### src/rtl/ota_dec_pkg.sv
// Shared types and helpers for the OTA bitstream decimator.
// The optional input deglitch stage is enabled by defining OTA_DEC_DEGLITCH_EN.
package ota_dec_pkg;

  // Decimator control states
  typedef enum logic [1:0] {
    IDLE   = 2'd0,
    SETTLE = 2'd1,
    RUN    = 2'd2
  } state_t;

  // Settle counter width covers SETTLE_CYC values 0..255
  localparam int SETTLE_CNT_W = 8;

  // Number of samples in one window
  function automatic int win_len(input int log2);
    return 1 << log2;
  endfunction

  // Code must hold 0..2**log2 inclusive, hence one extra bit
  function automatic int code_width(input int log2);
    return log2 + 1;
  endfunction

endpackage

### src/rtl/ota_bitstream_decimator_if.sv
// Valid/ready result port of the OTA bitstream decimator.
// master = decimator (produces code), slave = readout logic (consumes code).
interface ota_bitstream_decimator_if #(
  parameter int CODE_W = 6
);
  logic [CODE_W-1:0] code;
  logic              code_valid;
  logic              code_ready;

  modport master (output code, output code_valid, input code_ready);
  modport slave  (input code, input code_valid, output code_ready);
endinterface

### src/rtl/ota_sync2.sv
// Two-flop synchronizer for one asynchronous input, reset to 0.
module ota_sync2 (
  input  logic clk,
  input  logic rst_n,
  input  logic d,
  output logic q
);
  logic r_meta;
  logic r_sync;

  // Two-stage capture of the asynchronous input
  always_ff @(posedge clk or negedge rst_n) begin
    if (!rst_n) begin
      r_meta <= 1'b0;
      r_sync <= 1'b0;
    end else begin
      r_meta <= d;
      r_sync <= r_meta;
    end
  end

  assign q = r_sync;
endmodule

### src/rtl/ota_bitstream_decimator.sv
// Counts comparator ones over a 2**WIN_LOG2-sample window and hands the duty-cycle
// code out through a valid/ready port. Define OTA_DEC_DEGLITCH_EN to add a 3-tap
// majority filter behind the synchronizer (one extra cycle of input latency).
module ota_bitstream_decimator
  import ota_dec_pkg::*;
#(
  parameter int WIN_LOG2   = 5,
  parameter int SETTLE_CYC = 4
) (
  input  logic                      clk,
  input  logic                      rst_n,
  input  logic                      en,
  input  logic                      cmp_in,
  ota_bitstream_decimator_if.master code_if,
  output logic                      overrun,
  input  logic                      ovr_clr,
  output logic                      busy
);
  localparam int CODE_W = code_width(WIN_LOG2);
  localparam logic [WIN_LOG2-1:0]     WIN_LAST    = '1;
  localparam logic [SETTLE_CNT_W-1:0] SETTLE_LAST =
    SETTLE_CNT_W'((SETTLE_CYC == 0) ? 0 : SETTLE_CYC - 1);

  state_t                  r_state;
  logic [SETTLE_CNT_W-1:0] r_settle_cnt;
  logic [WIN_LOG2-1:0]     r_win_cnt;
  logic [CODE_W-1:0]       r_acc;
  logic [CODE_W-1:0]       r_code;
  logic                    r_code_valid;
  logic                    r_overrun;

  logic w_sync;
  logic w_sample;
  logic w_last;
  logic w_done;
  logic w_take;

  ota_sync2 u_sync_cmp (
    .clk  (clk),
    .rst_n(rst_n),
    .d    (cmp_in),
    .q    (w_sync)
  );

`ifdef OTA_DEC_DEGLITCH_EN
  logic [1:0] r_taps;
  logic       r_maj;

  // Majority of the current and two previous synchronized samples, registered
  always_ff @(posedge clk or negedge rst_n) begin
    if (!rst_n) begin
      r_taps <= 2'b00;
      r_maj  <= 1'b0;
    end else begin
      r_taps <= {r_taps[0], w_sync};
      r_maj  <= (w_sync & r_taps[0]) | (w_sync & r_taps[1]) | (r_taps[0] & r_taps[1]);
    end
  end

  assign w_sample = r_maj;
`else
  assign w_sample = w_sync;
`endif

  assign w_last = (r_win_cnt == WIN_LAST);
  assign w_done = (r_state == RUN) && en && w_last;
  assign w_take = r_code_valid && code_if.code_ready;

  // Control FSM with settle counter, window counter and ones accumulator
  always_ff @(posedge clk or negedge rst_n) begin
    if (!rst_n) begin
      r_state      <= IDLE;
      r_settle_cnt <= '0;
      r_win_cnt    <= '0;
      r_acc        <= '0;
    end else begin
      case (r_state)
        IDLE: begin
          r_settle_cnt <= '0;
          r_win_cnt    <= '0;
          r_acc        <= '0;
          if (en) begin
            r_state <= (SETTLE_CYC == 0) ? RUN : SETTLE;
          end
        end
        SETTLE: begin
          if (!en) begin
            r_state <= IDLE;
          end else if (r_settle_cnt == SETTLE_LAST) begin
            r_state <= RUN;
          end else begin
            r_settle_cnt <= r_settle_cnt + 1'b1;
          end
        end
        RUN: begin
          if (!en) begin
            // Abort: partial window is thrown away
            r_state   <= IDLE;
            r_win_cnt <= '0;
            r_acc     <= '0;
          end else if (w_last) begin
            r_win_cnt <= '0;
            r_acc     <= '0;
          end else begin
            r_win_cnt <= r_win_cnt + 1'b1;
            r_acc     <= r_acc + CODE_W'(w_sample);
          end
        end
        default: r_state <= IDLE;
      endcase
    end
  end

  // Result register, valid flag and sticky overrun (set beats clear)
  always_ff @(posedge clk or negedge rst_n) begin
    if (!rst_n) begin
      r_code       <= '0;
      r_code_valid <= 1'b0;
      r_overrun    <= 1'b0;
    end else begin
      if (w_done) begin
        r_code       <= r_acc + CODE_W'(w_sample);
        r_code_valid <= 1'b1;
      end else if (w_take) begin
        r_code_valid <= 1'b0;
      end
      if (w_done && r_code_valid && !code_if.code_ready) begin
        r_overrun <= 1'b1;
      end else if (ovr_clr) begin
        r_overrun <= 1'b0;
      end
    end
  end

  assign code_if.code       = r_code;
  assign code_if.code_valid = r_code_valid;
  assign overrun            = r_overrun;
  assign busy               = (r_state != IDLE);
endmodule

### src/flat_wrapper.sv
// flat-port wrapper written by rule: the top's interface ports become plain ports
module ota_bitstream_decimator_flat import ota_dec_pkg::*;
#(
  parameter int WIN_LOG2   = 5,
  parameter int SETTLE_CYC = 4
)
  (clk, rst_n, en, cmp_in, overrun, ovr_clr, busy, code_if_code, code_if_code_valid, code_if_code_ready);
  ota_bitstream_decimator_if #(.CODE_W((WIN_LOG2 + 1))) code_if_i ();
  input  logic clk;
  input  logic rst_n;
  input  logic en;
  input  logic cmp_in;
  output logic overrun;
  input  logic ovr_clr;
  output logic busy;
  output wire logic [$bits(code_if_i.code)-1:0] code_if_code;
  output wire logic [$bits(code_if_i.code_valid)-1:0] code_if_code_valid;
  input wire logic [$bits(code_if_i.code_ready)-1:0] code_if_code_ready;
  assign code_if_code = code_if_i.code;
  assign code_if_code_valid = code_if_i.code_valid;
  assign code_if_i.code_ready = code_if_code_ready;
  ota_bitstream_decimator #(.WIN_LOG2(WIN_LOG2), .SETTLE_CYC(SETTLE_CYC)) u_core (.clk(clk), .rst_n(rst_n), .en(en), .cmp_in(cmp_in), .code_if(code_if_i), .overrun(overrun), .ovr_clr(ovr_clr), .busy(busy));
endmodule
### config.mk
export PLATFORM = sky130hd
export DESIGN_NAME = ota_bitstream_decimator_flat
export DESIGN_NICKNAME = d
export VERILOG_FILES = /design/src/rtl/ota_dec_pkg.sv /design/src/rtl/ota_bitstream_decimator_if.sv /design/src/rtl/ota_sync2.sv /design/src/rtl/ota_bitstream_decimator.sv /design/src/flat_wrapper.sv
export SDC_FILE = /design/constraint.sdc
export NUM_CORES = 1
export LEC_CHECK = 0
export BUFFER_PORTS_ARGS = -buffer_cell sky130_fd_sc_hd__buf_2
export CAP_MARGIN = 20
export CORE_MARGIN = 2
export CORE_UTILIZATION = 55
export DETAILED_ROUTE_END_ITERATION = 10
export PLACE_DENSITY = 0.75
export SYNTH_ARGS = -nofsm -noshare
export SYNTH_HDL_FRONTEND = slang
export SYNTH_SLANG_ARGS = --single-unit
### constraint.sdc
create_clock -name clk -period 2.2 [get_ports clk]
set_clock_uncertainty 0.15 [all_clocks]
set_input_delay 0.22 -clock clk [delete_from_list [all_inputs] [get_ports clk]]
set_output_delay 0.22 -clock clk [all_outputs]
set_load 0.05 [all_outputs]
==> flow_metrics.py, run 1 <==
metrics = {
    "status": {
        "status": "complete, no violations",
    },
    "synth": {
        "ys.warnings.count": 0,
        "postSynth.asyncResetShare_pct": 100.0,
        "synth_area_leaders": "dfrtp_1 54%, ha_1 4.4%, xor2_1 4.3%",
        "synth_enable_flop_cells": 0,
        "synth_area_leader_cell": "dfrtp_1",
        "yosysSeqAreaShare_pct": 54.01,
        "synth_area_per_cell_um2": 10.88,
        "yosysTopAreaCellShare_pct": 54.01,
        "netlist_area_um2": 1436,
        "ys_ff_latch": 31,
        "syn_nets": 143,
        "yosysUniqueCellTypes": 38,
        "ys.flop_type": "dfrtp_1",
        "syn_inst": 132,
    },
    "floorplan": {
        "ioPinCount": 15,
        "core-area_um2": 2477,
        "die_y_um": 55.11,
        "fp.dieW_um": 55.11,
        "num_rows": 18,
        "start_util_pct": 57.98,
        "fp.dieArea_um2": 3037,
    },
    "cts": {
        "cts_buffer_depth": 2,
        "htreeDepth": 2,
        "cts_num_sinks": 31,
        "cts_tree": "built",
        "cts_buffers": 5,
        "post-cts-setup-buffers": 0,
        "insertion_delay_ps": 330,
        "clk_pin_slew_ps": 90,
        "cts_root_buf": "clkbuf_4",
    },
    "placed_design": {
        "port_buffers": 14,
        "postPlaceCellArea_um2": 1543,
        "dp_hpwl_mm": 1.797,
        "place.gp.congestion": 0.8180,
    },
    "final_layout": {
        "n_antenna_cell": 0,
        "final_common_cell": "dfrtp_1",
        "layout.nets": 166,
        "fill_cells": 204,
        "seq_area_um2": 775.7,
        "multi_input_area_um2": 629.4,
        "area_growth_pct": 14.98,
        "most-common-layout-cells": "31 x dfrtp_1, 15 x nand2_1, 14 x buf_2",
        "drive_gt1_share_pct": 19.87,
        "stdcell_area_um2": 1652,
    },
    "critical_path": {
        "critPathRequiredTime_ps": 2310,
        "slowest_stage": "dfrtp_1",
        "cp_num_buf_inv": 0,
        "critPathKind": "reg2reg",
        "crit_chain": "ha_1, and3_1, ha_1, nand4bb_1, a31oi_1, o21ai_0, o21ai_1",
        "cpMostUsedCell": "ha_1",
        "worstSetupEndpointType": "flip-flop",
        "crit_family": "simple AND/OR/NAND/NOR gates",
        "arrival_ps": 2130,
        "start_kind": "flip-flop",
        "crit_fanout": 7,
        "cpPeakStageDelay_ps": 420,
    },
    "global_routing": {
        "grt_pass1_wl_mm": 4.333,
        "grt_max_degree": 32,
        "grt_overflow": 0,
        "track_usage_pct": 21.13,
        "grt_pass1_vias": 990,
        "antenna_found_initial": 0,
    },
    "timing": {
        "slew_headroom_pct": 55.61,
        "layout_min_cycle_time_ps": 2020,
        "timing.fmax_ghz": 0.4950,
        "drv_slew": 0,
        "setup_viol": 0,
        "finalHoldViolations": 0,
        "tns_ps": 0,
        "period_share_pct": 91.83,
        "rsz0062_at_grt": "false",
        "tightest_slew_ps": 665.9,
    },
    "routing": {
        "drc_errors": 0,
        "post_drt_via_cell_ratio": 5.629,
        "wl_per_cell_um": 13.78,
        "drtAntennaViolNets": 0,
        "routed-via-count": 1047,
        "first_pass_iters": 4,
        "wirelength_mm": 2.563,
        "drt_iter0_markers": 10,
    },
    "min_path": {
        "hold_path_class": "in2reg",
    },
    "pwr": {
        "leakagePower_nw": 0.8260,
        "ir_worst_vdd_mv": 0.5605,
        "p_per_area_nw_per_um2": 616.3,
    },
    "flow_run": {
        "max_cap_viol_count": 0,
    },
}
## repair_timing
item	4_1_cts	5_1_grt
resized for setup	0	0
endpoints found under the setup margin	0	0
endpoints found under the hold margin	34	0
hold buffers	4	0
## where the power goes
part / internal [mW] / total [mW] / switching (mW)
clock network: 0.188 / 0.374 / 0.186
registers: 0.577 / 0.588 / 0.0111
logic: 0.0237 / 0.0561 / 0.0324
total: 0.788 / 1.02 / 0.230
## cells by family after synthesis
family	count (synthesis)	synth area share, %
compound gates	30	13.68
xor+xnor	9	5.488
fa+ha+maj	5	4.355
buf+inv	7	2.178
flops	31	54.01
mux	2	1.568
simple gates	48	18.73
## state kept, by name (all words and copies together), names as in the netlist
register and count:
u_core.r_settle_cnt 8, u_core.code_if.code 6, u_core.r_acc 6, u_core.r_win_cnt 5
u_core.r_state 2, u_core.code_if.code_valid 1, u_core.overrun 1, u_core.u_sync_cmp.q 1
u_core.u_sync_cmp.r_meta 1
## cell type report
cell class | count | area share (%)
clock buffers | 8 | 4.167
inverters | 2 | 0.4545
multi-input cells | 94 | 38.11
flip-flops and latches | 31 | 46.97
well taps | 30 | 2.273
repair buffers | 21 | 8.030
## metrics by stage
stage	cells	hold WS (ps)	power, mW	utilization [%]	worst slack, ps
after floorplan	132	-225.6	0.6253	-	352.9
after global placement	174	133.8	0.6482	62.27	279.5
after detailed placement	174	144.9	0.6510	62.27	190.6
after CTS	186	2.213	1.032	66.67	176.4
after global routing	186	5.387	1.067	66.67	12.60
final	186	15.35	1.018	66.67	179.7
## worst register-to-register path: cells and delay by family, from the launching register on
kind / cells / cell delay [ps]
and+or+nand+nor: 2 / 530
AOI/OAI and AO/OA: 3 / 410
DFF: 1 / 420
adders and majority gates: 2 / 440
## cell usage after synthesis, types with 3 or more instances
master    count
a22o_1        3
and3_1        4
clkbuf_1      3
dfrtp_1      31
ha_1          5
nand2_1      15
nand3_1       3
nand4_1       5
nor2_1       10
o21ai_0       7
o21ai_1       6
xor2_1        7
## routing by layer
layer  share of wire, %  GRT usage [%]  vias up
met2                 49          34.92       15
met1                 45          24.65      504
met5                  0              0        -
met4                1.8          8.537        0
li1                   -              -      522
met3                4.4          8.065        6
## path summary, 6_finish.rpt
kind,start,end,slack [ps],cells after the start
min in group asynchronous,rst_n,u_core.u_sync_cmp.q,300,2
hold / removal,en,u_core.r_state[1],20,2
setup / recovery,u_core.r_win_cnt[0],u_core.r_win_cnt[3],180,7
setup reg to reg,u_core.r_win_cnt[0],u_core.r_win_cnt[3],180,7
max in group asynchronous,rst_n,u_core.r_settle_cnt[0],1160,2
hold reg to reg,u_core.u_sync_cmp.r_meta,u_core.u_sync_cmp.q,210,0
(Power assumes the default switching activity.)
==> inputs of run 2 (changes only) <==
- CORE_UTILIZATION: 55 -> 57
- PLACE_DENSITY: 0.75 -> 0.78
==> flow_metrics.py, run 2 (synthesis results as in run 1) <==
metrics = {
    "final_layout": {
        "area_growth_pct": 15.16,
        "regMostFlops": "u_core.r_settle_cnt",
        "largest_reg_flops": 8,
        "drive_gt1_share_pct": 21.15,
        "final_common_cell": "dfrtp_1",
        "most-common-layout-cells": "31 x dfrtp_1, 15 x nand2_1, 14 x buf_2",
        "utilization_pct": 68.00,
        "layout.nets": 166,
        "fill_cells": 183,
        "n_antenna_cell": 0,
        "stdcell_area_um2": 1654,
    },
    "global_routing": {
        "top_usage_layer": "met2",
        "grt_use_met3_pct": 7.500,
        "antenna_found_initial": 0,
        "grt_max_degree": 32,
        "grt_pass1_vias": 1063,
        "grt_pass1_wl_mm": 4.464,
        "grt_overflow": 0,
        "track_usage_pct": 22.48,
        "gr-usage-met1_pct": 22.78,
        "grt_util_met2_pct": 38.55,
    },
    "pwr": {
        "p_per_area_nw_per_um2": 617.5,
        "p_int_mw": 0.7886,
        "ir_worst_vdd_mv": 0.5788,
        "p_sw_share_pct": 22.79,
        "leakagePower_nw": 0.8264,
        "pwr-share-clk_pct": 36.8,
        "power_frac_comb_pct": 5.8,
        "seq_power_share_pct": 57.4,
        "p_switching_mw": 0.2328,
    },
    "routing": {
        "routed-via-count": 1061,
        "drc_errors": 0,
        "first_pass_iters": 4,
        "wl_per_cell_um": 14.36,
        "drtAntennaViolNets": 0,
        "wirelength_mm": 2.671,
        "drt_iter0_markers": 19,
        "post_drt_via_cell_ratio": 5.704,
    },
    "timing": {
        "tightest_slew_ps": 668.0,
        "whs_ps": 17.00,
        "tns_ps": 0,
        "finalHoldViolations": 0,
        "slew_headroom_pct": 55.47,
        "timing.fmax_ghz": 0.4936,
        "setup_viol": 0,
        "period_share_pct": 92.09,
        "drv_slew": 0,
        "layout_min_cycle_time_ps": 2026,
        "rsz0062_at_grt": "false",
    },
    "critical_path": {
        "cpPeakStageDelay_ps": 440,
        "slowest_stage": "dfrtp_1",
        "critPathRequiredTime_ps": 2290,
        "crit_fanout": 8,
        "worstSetupEndpointType": "flip-flop",
        "crit_chain": "ha_1, and3_1, ha_1, and4bb_2, a21o_1, nand2_1, o31ai_1",
        "start_kind": "flip-flop",
        "critPathKind": "reg2reg",
        "cpMostUsedCell": "ha_1",
        "arrival_ps": 2110,
    },
    "flow_run": {
        "max_cap_viol_count": 0,
    },
    "cts": {
        "cts_num_sinks": 31,
        "post-cts-setup-buffers": 0,
        "insertion_delay_ps": 330,
        "htreeDepth": 2,
        "cts_buffer_depth": 2,
        "cts_buffers": 5,
        "cts_root_buf": "clkbuf_4",
        "clk_pin_slew_ps": 90,
        "cts_tree": "built",
    },
    "floorplan": {
        "start_util_pct": 59.05,
        "die_y_um": 54.20,
        "ioPinCount": 15,
        "fp.dieW_um": 54.20,
        "num_rows": 18,
        "fp.dieArea_um2": 2938,
        "core-area_um2": 2432,
    },
    "placed_design": {
        "postPlaceCellArea_um2": 1550,
        "dp_hpwl_mm": 1.874,
        "place.gp.congestion": 0.7882,
        "port_buffers": 14,
    },
    "status": {
        "status": "complete, no violations",
    },
    "min_path": {
        "hold_path_class": "in2reg",
    },
}
run 2: cell count changes in the layout (fill, tap and decap cells not counted):
cell / delta
nand4bb_2: +1
buf_4: +1
nand4bb_1: -1
dlygate4sd3_1: -1
run 2: power by group through the flow:
stage	Combinational (mW)	Clock [mW]	Sequential [mW]
4_1_cts	0.0598	0.389	0.586
2_1_floorplan	0.0326	0	0.593
6_report	0.0589	0.376	0.586
3_5_place_dp	0.0556	0	0.598
5_1_grt	0.0663	0.415	0.588
3_3_place_gp	0.0528	0	0.597
run 2: repair_timing:
item | in CTS | in global routing
hold buffers | 3 | 0
gates resized for setup | 0 | 1
endpoints found under the hold margin | 33 | 0
endpoints found under the setup margin | 0 | 3
run 2: through the flow:
stage	total power, mW	instances	worst slack (ps)
global placement	0.6497	175	290.3
global route	1.070	186	41.25
finish	1.021	186	173.9
CTS	1.035	186	149.1
floorplan	0.6253	132	352.9
detailed placement	0.6533	175	152.0
run 2: worst paths after layout:
check                                         start                        end  slack (ps)  depth (start not counted)
min reg2reg                u_core.u_sync_cmp.r_meta        u_core.u_sync_cmp.q         210                          0
max reg2reg                     u_core.r_win_cnt[0]            u_core.r_acc[3]         170                          7
max                             u_core.r_win_cnt[0]            u_core.r_acc[3]         170                          7
min                              code_if_code_ready  u_core.code_if.code_valid          20                          3
min in group asynchronous                     rst_n  u_core.code_if.code_valid         310                          2
max in group asynchronous                     rst_n          u_core.r_state[1]        1150                          2
run 2: routing by layer:
metal,vias to the layer above,wire length (µm)
li1,514,-
met1,524,1110
met2,18,1408
met3,5,89
met4,0,63
met5,-,0
run 2: area by class of cell:
type / instances / area, µm² / area share, %
flip-flops and latches: 31 / 775.7 / 46.90
multi-input cells: 94 / 634.4 / 38.35
repair buffers: 21 / 130.1 / 7.867
clock buffers: 8 / 68.82 / 4.160
well taps: 30 / 37.54 / 2.269
inverters: 2 / 7.507 / 0.4539
run 2: worst max-delay path: cells and delay by family, from the launching register on:
| kind | cells | cell delay, ps |
|---|---|---|
| adder cells (fa/ha/maj) | 2 | 450 |
| AO/OA/AOI/OAI | 2 | 220 |
| flip-flops | 1 | 440 |
| AND/OR/NAND/NOR | 3 | 670 |
